## src/rtl/alu_pkg.sv

```systemverilog
// Shared definitions for the pipelined ALU.
// Holds the 3-bit operation encodings used by the datapath core and
// the pipeline wrapper, plus a small helper to classify operations.
package alu_pkg;

  typedef logic [2:0] op_t;

  localparam op_t OP_NOTA = 3'b000;
  localparam op_t OP_NOTB = 3'b001;
  localparam op_t OP_AND  = 3'b010;
  localparam op_t OP_OR   = 3'b011;
  localparam op_t OP_XOR  = 3'b100;
  localparam op_t OP_XNOR = 3'b101;
  localparam op_t OP_ADD  = 3'b110;
  localparam op_t OP_SUB  = 3'b111;

  // Only ADD and SUB produce meaningful carry/overflow.
  function automatic logic is_arith(input op_t op);
    return (op == OP_ADD) || (op == OP_SUB);
  endfunction

endpackage

```

## src/rtl/alu_core.sv

```systemverilog
// Combinational ALU datapath: logic ops, ADD and SUB with C/N/Z/V flags.
// Ports:
//   a, b    - operands (WIDTH bits)
//   op      - operation select (see alu_pkg)
//   result  - operation result, wraps modulo 2^WIDTH
//   c, n, z, v - carry (1 = no borrow on SUB), negative, zero, overflow
module alu_core
  import alu_pkg::*;
#(
  parameter int unsigned WIDTH = 8
) (
  input  logic [WIDTH-1:0] a,
  input  logic [WIDTH-1:0] b,
  input  logic [2:0]       op,
  output logic [WIDTH-1:0] result,
  output logic             c,
  output logic             n,
  output logic             z,
  output logic             v
);

  logic [WIDTH:0] sum;

  always_comb begin
    sum    = '0;
    result = '0;
    c      = 1'b0;
    v      = 1'b0;
    case (op)
      OP_NOTA: result = ~a;
      OP_NOTB: result = ~b;
      OP_AND:  result = a & b;
      OP_OR:   result = a | b;
      OP_XOR:  result = a ^ b;
      OP_XNOR: result = ~(a ^ b);
      OP_ADD: begin
        sum    = {1'b0, a} + {1'b0, b};
        result = sum[WIDTH-1:0];
        c      = sum[WIDTH];
        v      = (a[WIDTH-1] == b[WIDTH-1]) && (result[WIDTH-1] != a[WIDTH-1]);
      end
      OP_SUB: begin
        // Two's complement subtract; carry out of the top bit means no borrow.
        sum    = {1'b0, a} + {1'b0, ~b} + {{WIDTH{1'b0}}, 1'b1};
        result = sum[WIDTH-1:0];
        c      = sum[WIDTH];
        v      = (a[WIDTH-1] != b[WIDTH-1]) && (result[WIDTH-1] != a[WIDTH-1]);
      end
      default: result = '0;
    endcase
    n = result[WIDTH-1];
    z = (result == '0);
  end

endmodule

```

## src/rtl/alu_pipe.sv

```systemverilog
// Two-stage valid/ready pipelined ALU.
// Stage 1 registers the operands and op; stage 2 registers the result and
// flags computed by alu_core from stage 1. Full throughput with out_ready=1;
// holds up to two beats under backpressure.
// Ports:
//   clk, reset_n         - clock, synchronous active-low reset
//   in_valid, in_ready   - input handshake
//   a, b, op             - operands and operation select
//   out_valid, out_ready - output handshake
//   result, c, n, z, v   - registered result and flags
module alu_pipe
  import alu_pkg::*;
#(
  parameter int unsigned WIDTH = 8
) (
  input  logic             clk,
  input  logic             reset_n,
  input  logic             in_valid,
  output logic             in_ready,
  input  logic [WIDTH-1:0] a,
  input  logic [WIDTH-1:0] b,
  input  logic [2:0]       op,
  output logic             out_valid,
  input  logic             out_ready,
  output logic [WIDTH-1:0] result,
  output logic             c,
  output logic             n,
  output logic             z,
  output logic             v
);

  logic             s1_valid_q;
  logic [WIDTH-1:0] s1_a_q;
  logic [WIDTH-1:0] s1_b_q;
  logic [2:0]       s1_op_q;

  logic             s2_valid_q;
  logic [WIDTH-1:0] s2_result_q;
  logic             s2_c_q, s2_n_q, s2_z_q, s2_v_q;

  logic [WIDTH-1:0] core_result;
  logic             core_c, core_n, core_z, core_v;

  logic s2_adv;
  logic s1_adv;

  always_comb begin
    s2_adv   = !s2_valid_q || out_ready;
    s1_adv   = !s1_valid_q || s2_adv;
    in_ready = s1_adv;
  end

  alu_core #(
    .WIDTH(WIDTH)
  ) u_alu_core (
    .a      (s1_a_q),
    .b      (s1_b_q),
    .op     (s1_op_q),
    .result (core_result),
    .c      (core_c),
    .n      (core_n),
    .z      (core_z),
    .v      (core_v)
  );

  // Control and stage-2 data; stage-2 data is cleared so outputs read zero after reset.
  always_ff @(posedge clk) begin
    if (!reset_n) begin
      s1_valid_q  <= 1'b0;
      s2_valid_q  <= 1'b0;
      s2_result_q <= '0;
      s2_c_q      <= 1'b0;
      s2_n_q      <= 1'b0;
      s2_z_q      <= 1'b0;
      s2_v_q      <= 1'b0;
    end else begin
      if (s1_adv) begin
        s1_valid_q <= in_valid;
      end
      if (s2_adv) begin
        s2_valid_q <= s1_valid_q;
        if (s1_valid_q) begin
          s2_result_q <= core_result;
          s2_c_q      <= core_c;
          s2_n_q      <= core_n;
          s2_z_q      <= core_z;
          s2_v_q      <= core_v;
        end
      end
    end
  end

  // Stage-1 operands need no reset: they are only consumed when s1_valid_q is set.
  always_ff @(posedge clk) begin
    if (s1_adv && in_valid) begin
      s1_a_q  <= a;
      s1_b_q  <= b;
      s1_op_q <= op;
    end
  end

  always_comb begin
    out_valid = s2_valid_q;
    result    = s2_result_q;
    c         = s2_c_q;
    n         = s2_n_q;
    z         = s2_z_q;
    v         = s2_v_q;
  end

endmodule

```

## config.mk

```make
export PLATFORM = sky130hd
export DESIGN_NAME = alu_pipe
export DESIGN_NICKNAME = d
export VERILOG_FILES = /design/src/rtl/alu_pkg.sv /design/src/rtl/alu_core.sv /design/src/rtl/alu_pipe.sv
export SDC_FILE = /design/constraint.sdc
export NUM_CORES = 1
export LEC_CHECK = 0
export CORE_MARGIN = 2
export CORE_UTILIZATION = 25
export DETAILED_ROUTE_END_ITERATION = 7
export SLEW_MARGIN = 20
export SYNTH_ARGS = -nofsm -noshare
export SYNTH_HDL_FRONTEND = slang
export SYNTH_HIERARCHICAL = 1
export SYNTH_SLANG_ARGS = --single-unit
```

## constraint.sdc

```tcl
create_clock -name clk -period 2.6 [get_ports clk]
set_clock_uncertainty 0.1 [all_clocks]
set_input_delay 0.39 -clock clk [delete_from_list [all_inputs] [get_ports clk]]
set_output_delay 0.39 -clock clk [all_outputs]
set_load 0.1 [all_outputs]
```

==> results of run 1 <==
==> flip-flops by register name, indices dropped and copies added (netlist names), 3 cells and up <==
signal / flops
result: 8
s1_a_q: 8
s1_b_q: 8
s1_op_q: 3
==> layout by cell type (no fill, tap or decap), types with 4 or more instances in the layout <==
master	instances
clkdlybuf4s50_1	22
nand2_1	37
xnor2_1	5
ha_1	20
nand3_1	5
a21oi_1	13
a211oi_1	6
buf_4	49
inv_2	7
dfxtp_1	13
o21ai_0	7
edfxtp_1	19
a21o_1	4
nor2_1	12
inv_1	24
mux2i_1	15
clkbuf_8	5
==> critical path: stages, from the launching register on <==
cell	delay, ns
edfxtp_1	0.39
buf_6	0.12
ha_4	0.13
inv_2	0.04
fa_2	0.51
inv_1	0.03
mux4_2	0.48
nor2_4	0.15
a21oi_4	0.05
nor3_2	0.15
and4b_1	0.18
nor3b_2	0.15
nand2_1	0.07
mux2i_1	0.13
==> routing by layer <==
layer	GRT usage	routed length, µm	vias to the layer above
met3	0.02412	284	5
met2	0.1751	2879	53
met5	0	0	-
li1	-	-	1084
met1	0.1471	2830	978
met4	0.02952	51	0
==> logic make-up (layout without fill, tap and decap cells) <==
| logic type | after synthesis | after routing | share of synthesized area |
|---|---|---|---|
| simple gates | 77 | 77 | 0.1478 |
| mux | 21 | 21 | 0.1065 |
| flops | 33 | 33 | 0.3306 |
| xor+xnor | 5 | 5 | 0.01701 |
| buf+inv | 48 | 115 | 0.09285 |
| compound gates | 62 | 62 | 0.1682 |
| fa+ha+maj | 27 | 27 | 0.1371 |
==> metrics by stage <==
step / setup TNS [ns] / hold slack, ns / utilization / power, µW
after floorplan: 0 / 0.3850 / - / 972.1
after global placement: -0.1051 / 0.3438 / 0.3162 / 1123
after detailed placement: -0.1953 / 0.3489 / 0.3162 / 1131
after CTS: -0.1319 / 0.3627 / 0.3321 / 1557
after global routing: -0.9889 / 0.3872 / 0.3476 / 1684
final: -0.2287 / 0.3590 / 0.3476 / 1592
==> area by class of cell <==
cell class / instances / area, µm² / area share
clock buffers: 5 / 68.82 / 0.01952
clock inverters: 3 / 16.27 / 0.004615
inverters: 31 / 116.4 / 0.03301
multi-input cells: 192 / 1639 / 0.4650
flip-flops and latches: 33 / 852.1 / 0.2417
well taps: 136 / 170.2 / 0.04828
repair buffers: 76 / 661.9 / 0.1878
==> Yosys cell counts (4+ instances only) <==
cell,n,area (µm²)
nand2_1,37,138.9
inv_1,28,105.1
ha_1,25,312.8
edfxtp_1,19,570.6
a21oi_1,16,80.08
mux2i_1,15,150.1
dfxtp_1,14,280.3
nor2_1,14,52.55
buf_2,10,50.05
o21ai_0,8,40.04
a211oi_1,7,52.55
nand3_1,5,25.02
xnor2_1,5,43.79
a21o_1,4,30.03
buf_4,4,30.03
nand2b_1,4,25.02
==> power breakdown <==
group	internal [µW]	leakage, µW	switching [µW]
registers	585	0.000300	22.3
clock network	186	0.0000482	211
logic	263	0.00113	325
total	1030	0.00148	557
==> repair_timing <==
action | 4_1_cts | 5_1_grt
pin swaps | 4 | 13
setup buffers | 5 | 4
endpoints found under the setup margin | 1 | 8
resized for setup | 10 | 30
hold endpoints to repair | 0 | 0
==> how the worst max path moves through the flow <==
stage	from	to	slack [ns]	cells after the start
2_1_floorplan	out_valid	s1_a_q[0]	0.04	3
3_3_place_gp	s1_a_q[0]	z	-0.11	13
3_5_place_dp	s1_a_q[0]	z	-0.20	13
4_1_cts	s1_a_q[0]	z	-0.09	13
5_1_grt	s1_b_q[0]	z	-0.35	14
6_report	s1_a_q[0]	z	-0.15	13
==> reports/qor.yml, run 1 <==
floorplan:
  die_x_um: 105.5
  fp.dieH_um: 105.5
  io_pins: 37
  start_util: 0.2539
  fp.dieArea_um2: 11120
  row_count: 37
  coreArea_um2: 10140
setup_path:
  crit_path_start_kind: "flip-flop"
  required_ns: 2.72
  crit_type: "reg -> reg"
  reg2reg_depth: 13
  r2r-end: "z"
  timing.rr.start: "s1_a_q[0]"
  cp-end-kind: "flip-flop"
  r2r_slack_ns: -0.15
  crit_arrival_ns: 2.88
  crit_fanout: 2
sta:
  slew-limit-headroom: 0.7077
  layout_setup_ws_ns: -0.1542
  rsz0062_at_grt: "yes"
  setup_violations: 3
  hold_viol: 0
  fmax_mhz: 363.1
  worst_pin_slew_ns: 0.4376
  fin_crit_sh: 1.059
  slew_violations: 0
  period_needed_ns: 2.754
routing:
  ant_nets: 0
  drtPass1Iterations: 4
  first_iter_violations: 172
  finalWirelength_um: 6045
  vias_per_cell: 4.454
  vias: 2120
  wl_per_cell_um: 12.70
  drc: 0
placement:
  placed_cell_area_um2: 3206
  gp_congestion: 0.8604
  portBuffers: 36
  numPlacedInstances: 459
  dpl.hpwl_um: 4363
  preCtsSetupSlack_ns: -0.1953
yosys:
  synth-main-ff-cell: "edfxtp_1"
  async_flop_share: 0
  syn-cell-area_um2: 2574
  synth_cell_types: 53
  synth_edf_count: 19
  syn-num-nets: 323
  yosys_warnings: 6
  syn_inst: 273
  synth_seq_cells: 33
  avgSynthCellArea_um2: 9.428
  ys_seq_area_frac: 0.3306
grt:
  grt_pass1_vias: 2091
  grt_pass1_wl_um: 9936
  grt_overflow: 0
  antenna_found_initial: 0
  grt_max_degree: 38
  grt_usage: 0.1090
layout:
  finalNonFillerCells: 476
  diodes: 0
  final_area_um2: 3525
  nets: 389
  drive_above_1_share: 0.3176
  fillCellCount: 1045
  syn2layout_area_growth_pct: 36.95
clock_network:
  cts_root_buf: "clkbuf_8"
  clkSinkCount: 33
  hold_buffers: 0
  clock_path_buffers: 2
  cts_tree: "yes"
  cts_buffers: 5
  path_clk_slew_ns: 0.08
  clk_latency_ns: 0.29
  htreeDepth: 2
power:
  power_density_nw_per_um2: 451.6
  vdd.ir_drop.worst_v: 0.0001788
  p_leak_uw: 0.001483
job:
  maxCapViolCount: 0
hold_path:
  holdPathStages: 2
  timing.hold.worst.start: "result[6]"
  hold_path_end: "result[6]"
  hp-class: "reg -> reg"
outcome:
  outcome: "finished, violations left"
  violations: "negative setup slack"
(Power assumes the default switching activity.)
==> inputs of run 2 (changes only) <==
--- a/config.mk
+++ b/config.mk
@@ -6,8 +6,9 @@
 export NUM_CORES = 1
 export LEC_CHECK = 0
 export CORE_MARGIN = 2
-export CORE_UTILIZATION = 25
+export CORE_UTILIZATION = 50
 export DETAILED_ROUTE_END_ITERATION = 7
+export PLACE_DENSITY = 0.77
 export SLEW_MARGIN = 20
 export SYNTH_ARGS = -nofsm -noshare
 export SYNTH_HDL_FRONTEND = slang
==> run 2 against run 1 <==
The flow still finishes with violations (negative setup slack); combinational power decreased by 4.1%; wire length shrank 2.7%; critical path depth unchanged; clock power fell by 3%; sequential power about the same; maximum frequency shrank 0.35%; flip-flop and latch count unchanged; utilization up 32 points; global-route usage is 9.9 points higher; die area shrank 48%; critical path type unchanged; largest power group unchanged.
==> reports/qor.yml, run 2 (synthesis gave the netlist of run 1 again) <==
outcome:
  outcome: "finished, violations left"
  violations: "negative setup slack"
floorplan:
  die_x_um: 75.75  # -28%
  start_util: 0.5104  # +0.2566
  row_count: 26  # -30%
  fp.dieH_um: 75.75  # -28%
  coreArea_um2: 5042  # -50%
  fp.dieArea_um2: 5737  # -48%
  io_pins: 37  # unchanged
clock_network:
  clkSinkCount: 33  # unchanged
  path_clk_slew_ns: 0.07  # about the same
  htreeDepth: 2  # unchanged
  cts_tree: "yes"
  cts_root_buf: "clkbuf_8"
  cts_buffers: 5  # unchanged
  clock_path_buffers: 2  # unchanged
  clk_latency_ns: 0.29  # about the same
layout:
  nets: 379  # -2.6%
  drive_above_1_share: 0.2818  # -0.03583
  fin_util: 0.6638  # +0.3161
  syn2layout_area_growth_pct: 30.04
  fillCellCount: 399  # -62%
  diodes: 0  # unchanged
  layout_commonest_cell: "buf_4"
  final_area_um2: 3347  # -5.0%
  final_cell_mix: "buf_4, nand2_1, inv_1, clkdlybuf4s50_1, ha_1"
sta:
  fin_crit_sh: 1.063  # +0.003676
  worst_pin_slew_ns: 0.8120  # +0.3744 ns
  hold_viol: 0  # unchanged
  setup_violations: 4  # +1
  slew_violations: 0  # unchanged
  slew-limit-headroom: 0.4570  # -0.2507
  fin_setup_tns_ns: -0.2131  # +0.01559 ns
  fmax_mhz: 361.8  # -0.35%
  worst_hold_slack_ns: 0.3621  # +0.003156 ns
  rsz0062_at_grt: "yes"
  layout_setup_ws_ns: -0.1638  # -0.009557 ns
  period_needed_ns: 2.764  # +0.009557 ns
hold_path:
  timing.hold.worst.start: "result[4]"
  hold_path_end: "result[4]"
  holdPathStages: 2  # unchanged
  hp-class: "reg -> reg"
setup_path:
  reg2reg_depth: 13  # unchanged
  crit_path_start_kind: "flip-flop"
  crit_chain: "inv_2 -> ha_2 -> inv_1 -> fa_2 -> nor2b_4 -> o21ai_2 -> a21o_1 -> o2111ai_2 -> a221oi_2 -> and4b_1 -> nor3b_2 -> nand2_1 -> mux2i_1"
  required_ns: 2.66  # -0.06 ns
  r2r-end: "z"
  crit_arrival_ns: 2.82  # -0.06 ns
  cp-end-kind: "flip-flop"
  timing.rr.start: "s1_a_q[0]"
  r2r_slack_ns: -0.16  # about the same
  crit_fanout: 2  # unchanged
  cp_slowest_cell: "edfxtp_1"
  slowest_delay_ns: 0.42  # -0.09 ns
  crit_type: "reg -> reg"
grt:
  grt_usage: 0.2082  # +0.09927
  grt_max_degree: 38  # unchanged
  grt_pass1_wl_um: 9101  # -8.4%
  grt_overflow: 0  # unchanged
  antenna_found_initial: 0  # unchanged
  grt_pass1_vias: 1970  # -5.8%
routing:
  vias_per_cell: 5.453  # +22%
  drtPass1Iterations: 4  # unchanged
  ant_nets: 0  # unchanged
  first_iter_violations: 112  # -35%
  drc: 0  # unchanged
  vias: 2181  # +2.9%
  finalWirelength_um: 5884  # -2.7%
  wl_per_cell_um: 14.71  # +16%
placement:
  placed_cell_area_um2: 3093  # -3.5%
  dpl.hpwl_um: 4253  # -2.5%
  gp_congestion: 0.9258  # +7.6%
  portBuffers: 36  # unchanged
  preCtsSetupSlack_ns: -0.2284  # -0.03318 ns
power:
  p_leak_uw: 0.001436  # -3.2%
  vdd.ir_drop.worst_v: 0.0002932  # +64%
  power_density_nw_per_um2: 466.2  # +3.3%
job:
  maxCapViolCount: 0  # unchanged
==> run 2: cell types whose count changed in the layout (fill, tap and decap cells not counted), sizes merged <==
cell / change
buf: -10
==> run 2: what timing repair did <==
item / in CTS / in global routing
endpoints found under the setup margin: 2 / 8
pin swaps: 0 / 11
hold buffers: 0 / 0
resized for setup: 4 / 30
setup buffers: 0 / 3
gates cloned: 0 / 0
==> run 2: area by class of cell <==
class | instances | area, µm² | area share
clock inverter | 3 | 16.27 | 0.004860
timing repair buffer | 66 | 583.1 | 0.1742
clock buffer | 5 | 68.82 | 0.02056
multi-input combinational | 192 | 1623 | 0.4849
tap | 70 | 87.58 | 0.02617
inverter | 31 | 116.4 | 0.03477
sequential | 33 | 852.1 | 0.2546
==> run 2: how the worst max path moves through the flow <==
stage	startpoint	end
2_1_floorplan	out_valid	s1_a_q[0]
3_3_place_gp	s1_a_q[0]	z
3_5_place_dp	s1_a_q[0]	z
4_1_cts	s1_a_q[0]	z
5_1_grt	s1_a_q[0]	z
6_report	s1_a_q[0]	z
==> run 2: routing by layer <==
| layer | up-vias | part of all wire | GRT usage |
|---|---|---|---|
| li1 | 1065 | - | - |
| met2 | 74 | 0.51 | 0.3573 |
| met4 | 0 | 0.012 | 0.06433 |
| met1 | 1031 | 0.43 | 0.2672 |
| met3 | 11 | 0.047 | 0.03571 |
| met5 | - | 0 | 0 |
==> run 2: metrics by stage <==
stage	instances	total power (µW)
after floorplan	273	972.1
after global placement	389	1113
after detailed placement	389	1124
after CTS	397	1512
after global routing	400	1632
final	400	1561
==> run 2: worst max-delay path: cells and delay by family, from the launching register on <==
kind / cells / cell delay [ns]
AOI/OAI and AO/OA: 4 / 0.83
and+or+nand+nor: 4 / 0.56
adders and majority gates: 2 / 0.50
DFF: 1 / 0.42
buffers and inverters: 2 / 0.13
muxes: 1 / 0.09
==> run 2: power breakdown <==
| group | leakage, µW | internal (µW) | switching [µW] |
|---|---|---|---|
| logic | 0.00109 | 244 | 321 |
| clock network | 0.0000482 | 185 | 200 |
| registers | 0.000300 | 586 | 24.9 |
| total | 0.00144 | 1010 | 546 |
==> inputs of run 3 (changes only) <==
==> constraint.sdc (replaced) <==
create_clock -name clk -period 2.6 [get_ports clk]
set_clock_uncertainty 0.1 [all_clocks]
set_input_delay 0.52 -clock clk [delete_from_list [all_inputs] [get_ports clk]]
set_output_delay 0.52 -clock clk [all_outputs]
set_load 0.1 [all_outputs]
==> run 3 against run 2 <==
The run still ends with negative setup slack left; sequential power barely moved; maximum frequency fell by 1.1%; total power rose by 4.7%; critical path depth fell by 1; wire length rose by 2.0%; worst setup slack got worse by 0.031 ns; hold slack got worse by 0.0071 ns; global-route usage rose by 0.87 points; cell area rose by 3.0%; non-clock buffer count rose by 5; die area did not move; critical endpoint unchanged; largest cell class unchanged.
==> reports/qor.yml, run 3 (synthesis gave the netlist of run 1 again) <==
sta:
  fin_crit_sh: 1.075  # +0.01177
  worst_pin_slew_ns: 0.4307  # -0.3812 ns
  rsz0062_at_grt: "yes"
  hold_viol: 0  # unchanged
  fmax_mhz: 357.9  # -1.1%
  slew-limit-headroom: 0.7122  # +0.2552
  period_needed_ns: 2.794  # +0.03061 ns
  setup_violations: 2  # -2
  layout_setup_ws_ns: -0.1944  # -0.03061 ns
  slew_violations: 0  # unchanged
  worst_hold_slack_ns: 0.3550  # -0.007146 ns
floorplan:
  row_count: 26  # unchanged
  start_util: 0.5104  # unchanged
  io_pins: 37  # unchanged
  fp.dieH_um: 75.75  # unchanged
  coreArea_um2: 5042  # unchanged
  die_x_um: 75.75  # unchanged
  fp.dieArea_um2: 5737  # unchanged
routing:
  drc: 0  # unchanged
  first_iter_violations: 128  # +14%
  vias_per_cell: 5.494  # +0.76%
  ant_nets: 0  # unchanged
  wl_per_cell_um: 14.82  # +0.75%
  drtPass1Iterations: 4  # unchanged
  vias: 2225  # +2.0%
  finalWirelength_um: 6002  # +2.0%
placement:
  dpl.hpwl_um: 4241  # -0.28%
  portBuffers: 36  # unchanged
  preCtsSetupSlack_ns: -0.1914  # +0.03701 ns
  gp_congestion: 0.9204  # -0.58%
  numPlacedInstances: 389  # unchanged
layout:
  fillCellCount: 368  # -7.8%
  layout_commonest_cell: "buf_4"
  fin_util: 0.6834  # +0.01960
  finalNonFillerCells: 405  # +1.3%
  drive_above_1_share: 0.3015  # +0.01967
  final_cell_mix: "buf_4, nand2_1, inv_1, clkdlybuf4s50_1, edfxtp_1"
  diodes: 0  # unchanged
  syn2layout_area_growth_pct: 33.88
  nets: 384  # +1.3%
grt:
  grt_pass1_wl_um: 9487  # +4.2%
  grt_usage: 0.2169  # +0.008659
  grt_max_degree: 27  # -29%
  grt_pass1_vias: 2052  # +4.2%
  antenna_found_initial: 0  # unchanged
  grt_overflow: 0  # unchanged
clock_network:
  clkSinkCount: 33  # unchanged
  cts_tree: "yes"
  clk_latency_ns: 0.29  # about the same
  cts_buffers: 5  # unchanged
  htreeDepth: 2  # unchanged
  path_clk_slew_ns: 0.07  # about the same
  hold_buffers: 0  # unchanged
  clock_path_buffers: 2  # unchanged
  cts_root_buf: "clkbuf_8"
outcome:
  violations: "negative setup slack"
  outcome: "finished, violations left"
hold_path:
  hp-class: "reg -> reg"
setup_path:
  crit_type: "reg -> reg"
  crit_arrival_ns: 2.90  # +0.08 ns
  crit_fanout: 4  # +2
  required_ns: 2.71  # +0.05 ns
  crit_path_start_kind: "flip-flop"
  cp-end-kind: "flip-flop"
job:
  maxCapViolCount: 0  # unchanged
power:
  vdd.ir_drop.worst_v: 0.0002590  # -12%
  p_leak_uw: 0.001474  # +2.7%
  power_density_nw_per_um2: 474.0  # +1.7%
run 3: cell count changes in the layout (fill, tap and decap cells not counted), moves of 2 or more:
cell      change
buf_4         +3
ha_4          +2
ha_1          -3
nor2_1        +2
nor2_2        -3
clkbuf_8      +2
o21ai_2       +2
run 3: layout make-up:
cell class	count	area, µm²	share of cell area
Clock buffer	7	96.34	0.02796
Clock inverter	1	5.005	0.001452
Inverter	31	116.4	0.03377
Multi-Input combinational cell	192	1652	0.4793
Sequential cell	33	852.1	0.2473
Tap cell	70	87.58	0.02542
Timing Repair Buffer	71	636.9	0.1848
run 3: power breakdown:
part	switching (µW)	internal, µW	leakage, µW	total, µW
registers	25.3	586	0.000300	611
clock network	196	239	0.0000542	435
logic	326	261	0.00112	587
run 3: per-layer routing:
layer  vias to the layer above  share of wire  global-route usage  wire (µm)
li1                       1077              -                   -          -
met1                      1058           0.42              0.2629       2516
met3                        15          0.049             0.04101        297
met5                         -              0                   0          0
met4                         0          0.023             0.08967        136
met2                        75           0.51              0.3755       3052
run 3: per-stage QoR:
| stage | setup TNS [ns] | area, µm² | power, µW |
|---|---|---|---|
| floorplan | 0 | 2575 | 972.1 |
| global route | -0.5822 | 3446 | 1705 |
| CTS | -0.1021 | 3294 | 1591 |
| global placement | -0.1096 | 3105 | 1113 |
| finish | -0.1964 | 3446 | 1633 |
| detailed placement | -0.1914 | 3105 | 1125 |
run 3: path summary, 6_finish.rpt:
kind,start,endpoint,slack [ns],depth (start not counted)
worst max-delay path,s1_b_q[0],z,-0.19,12
worst min-delay path,result[4],result[4],0.36,2
worst max register to register,s1_b_q[0],z,-0.19,12
worst min register to register,result[4],result[4],0.36,2
run 3: what timing repair did:
action / CTS / global route
endpoints found under the hold margin: 0 / 0
pin swaps: 6 / 11
setup buffers: 5 / 3
resized for setup: 15 / 25
endpoints found under the setup margin: 3 / 7
run 3: worst max-delay path: stages (launching register included):
cell      delay, ns
edfxtp_1       0.46
ha_4           0.18
inv_2          0.04
fa_1           0.48
inv_1          0.04
mux4_2         0.44
nor2_1         0.13
a21oi_2        0.05
nor3_1         0.14
and4b_1        0.24
nor3b_2        0.19
nand2_1        0.08
mux2i_1        0.15
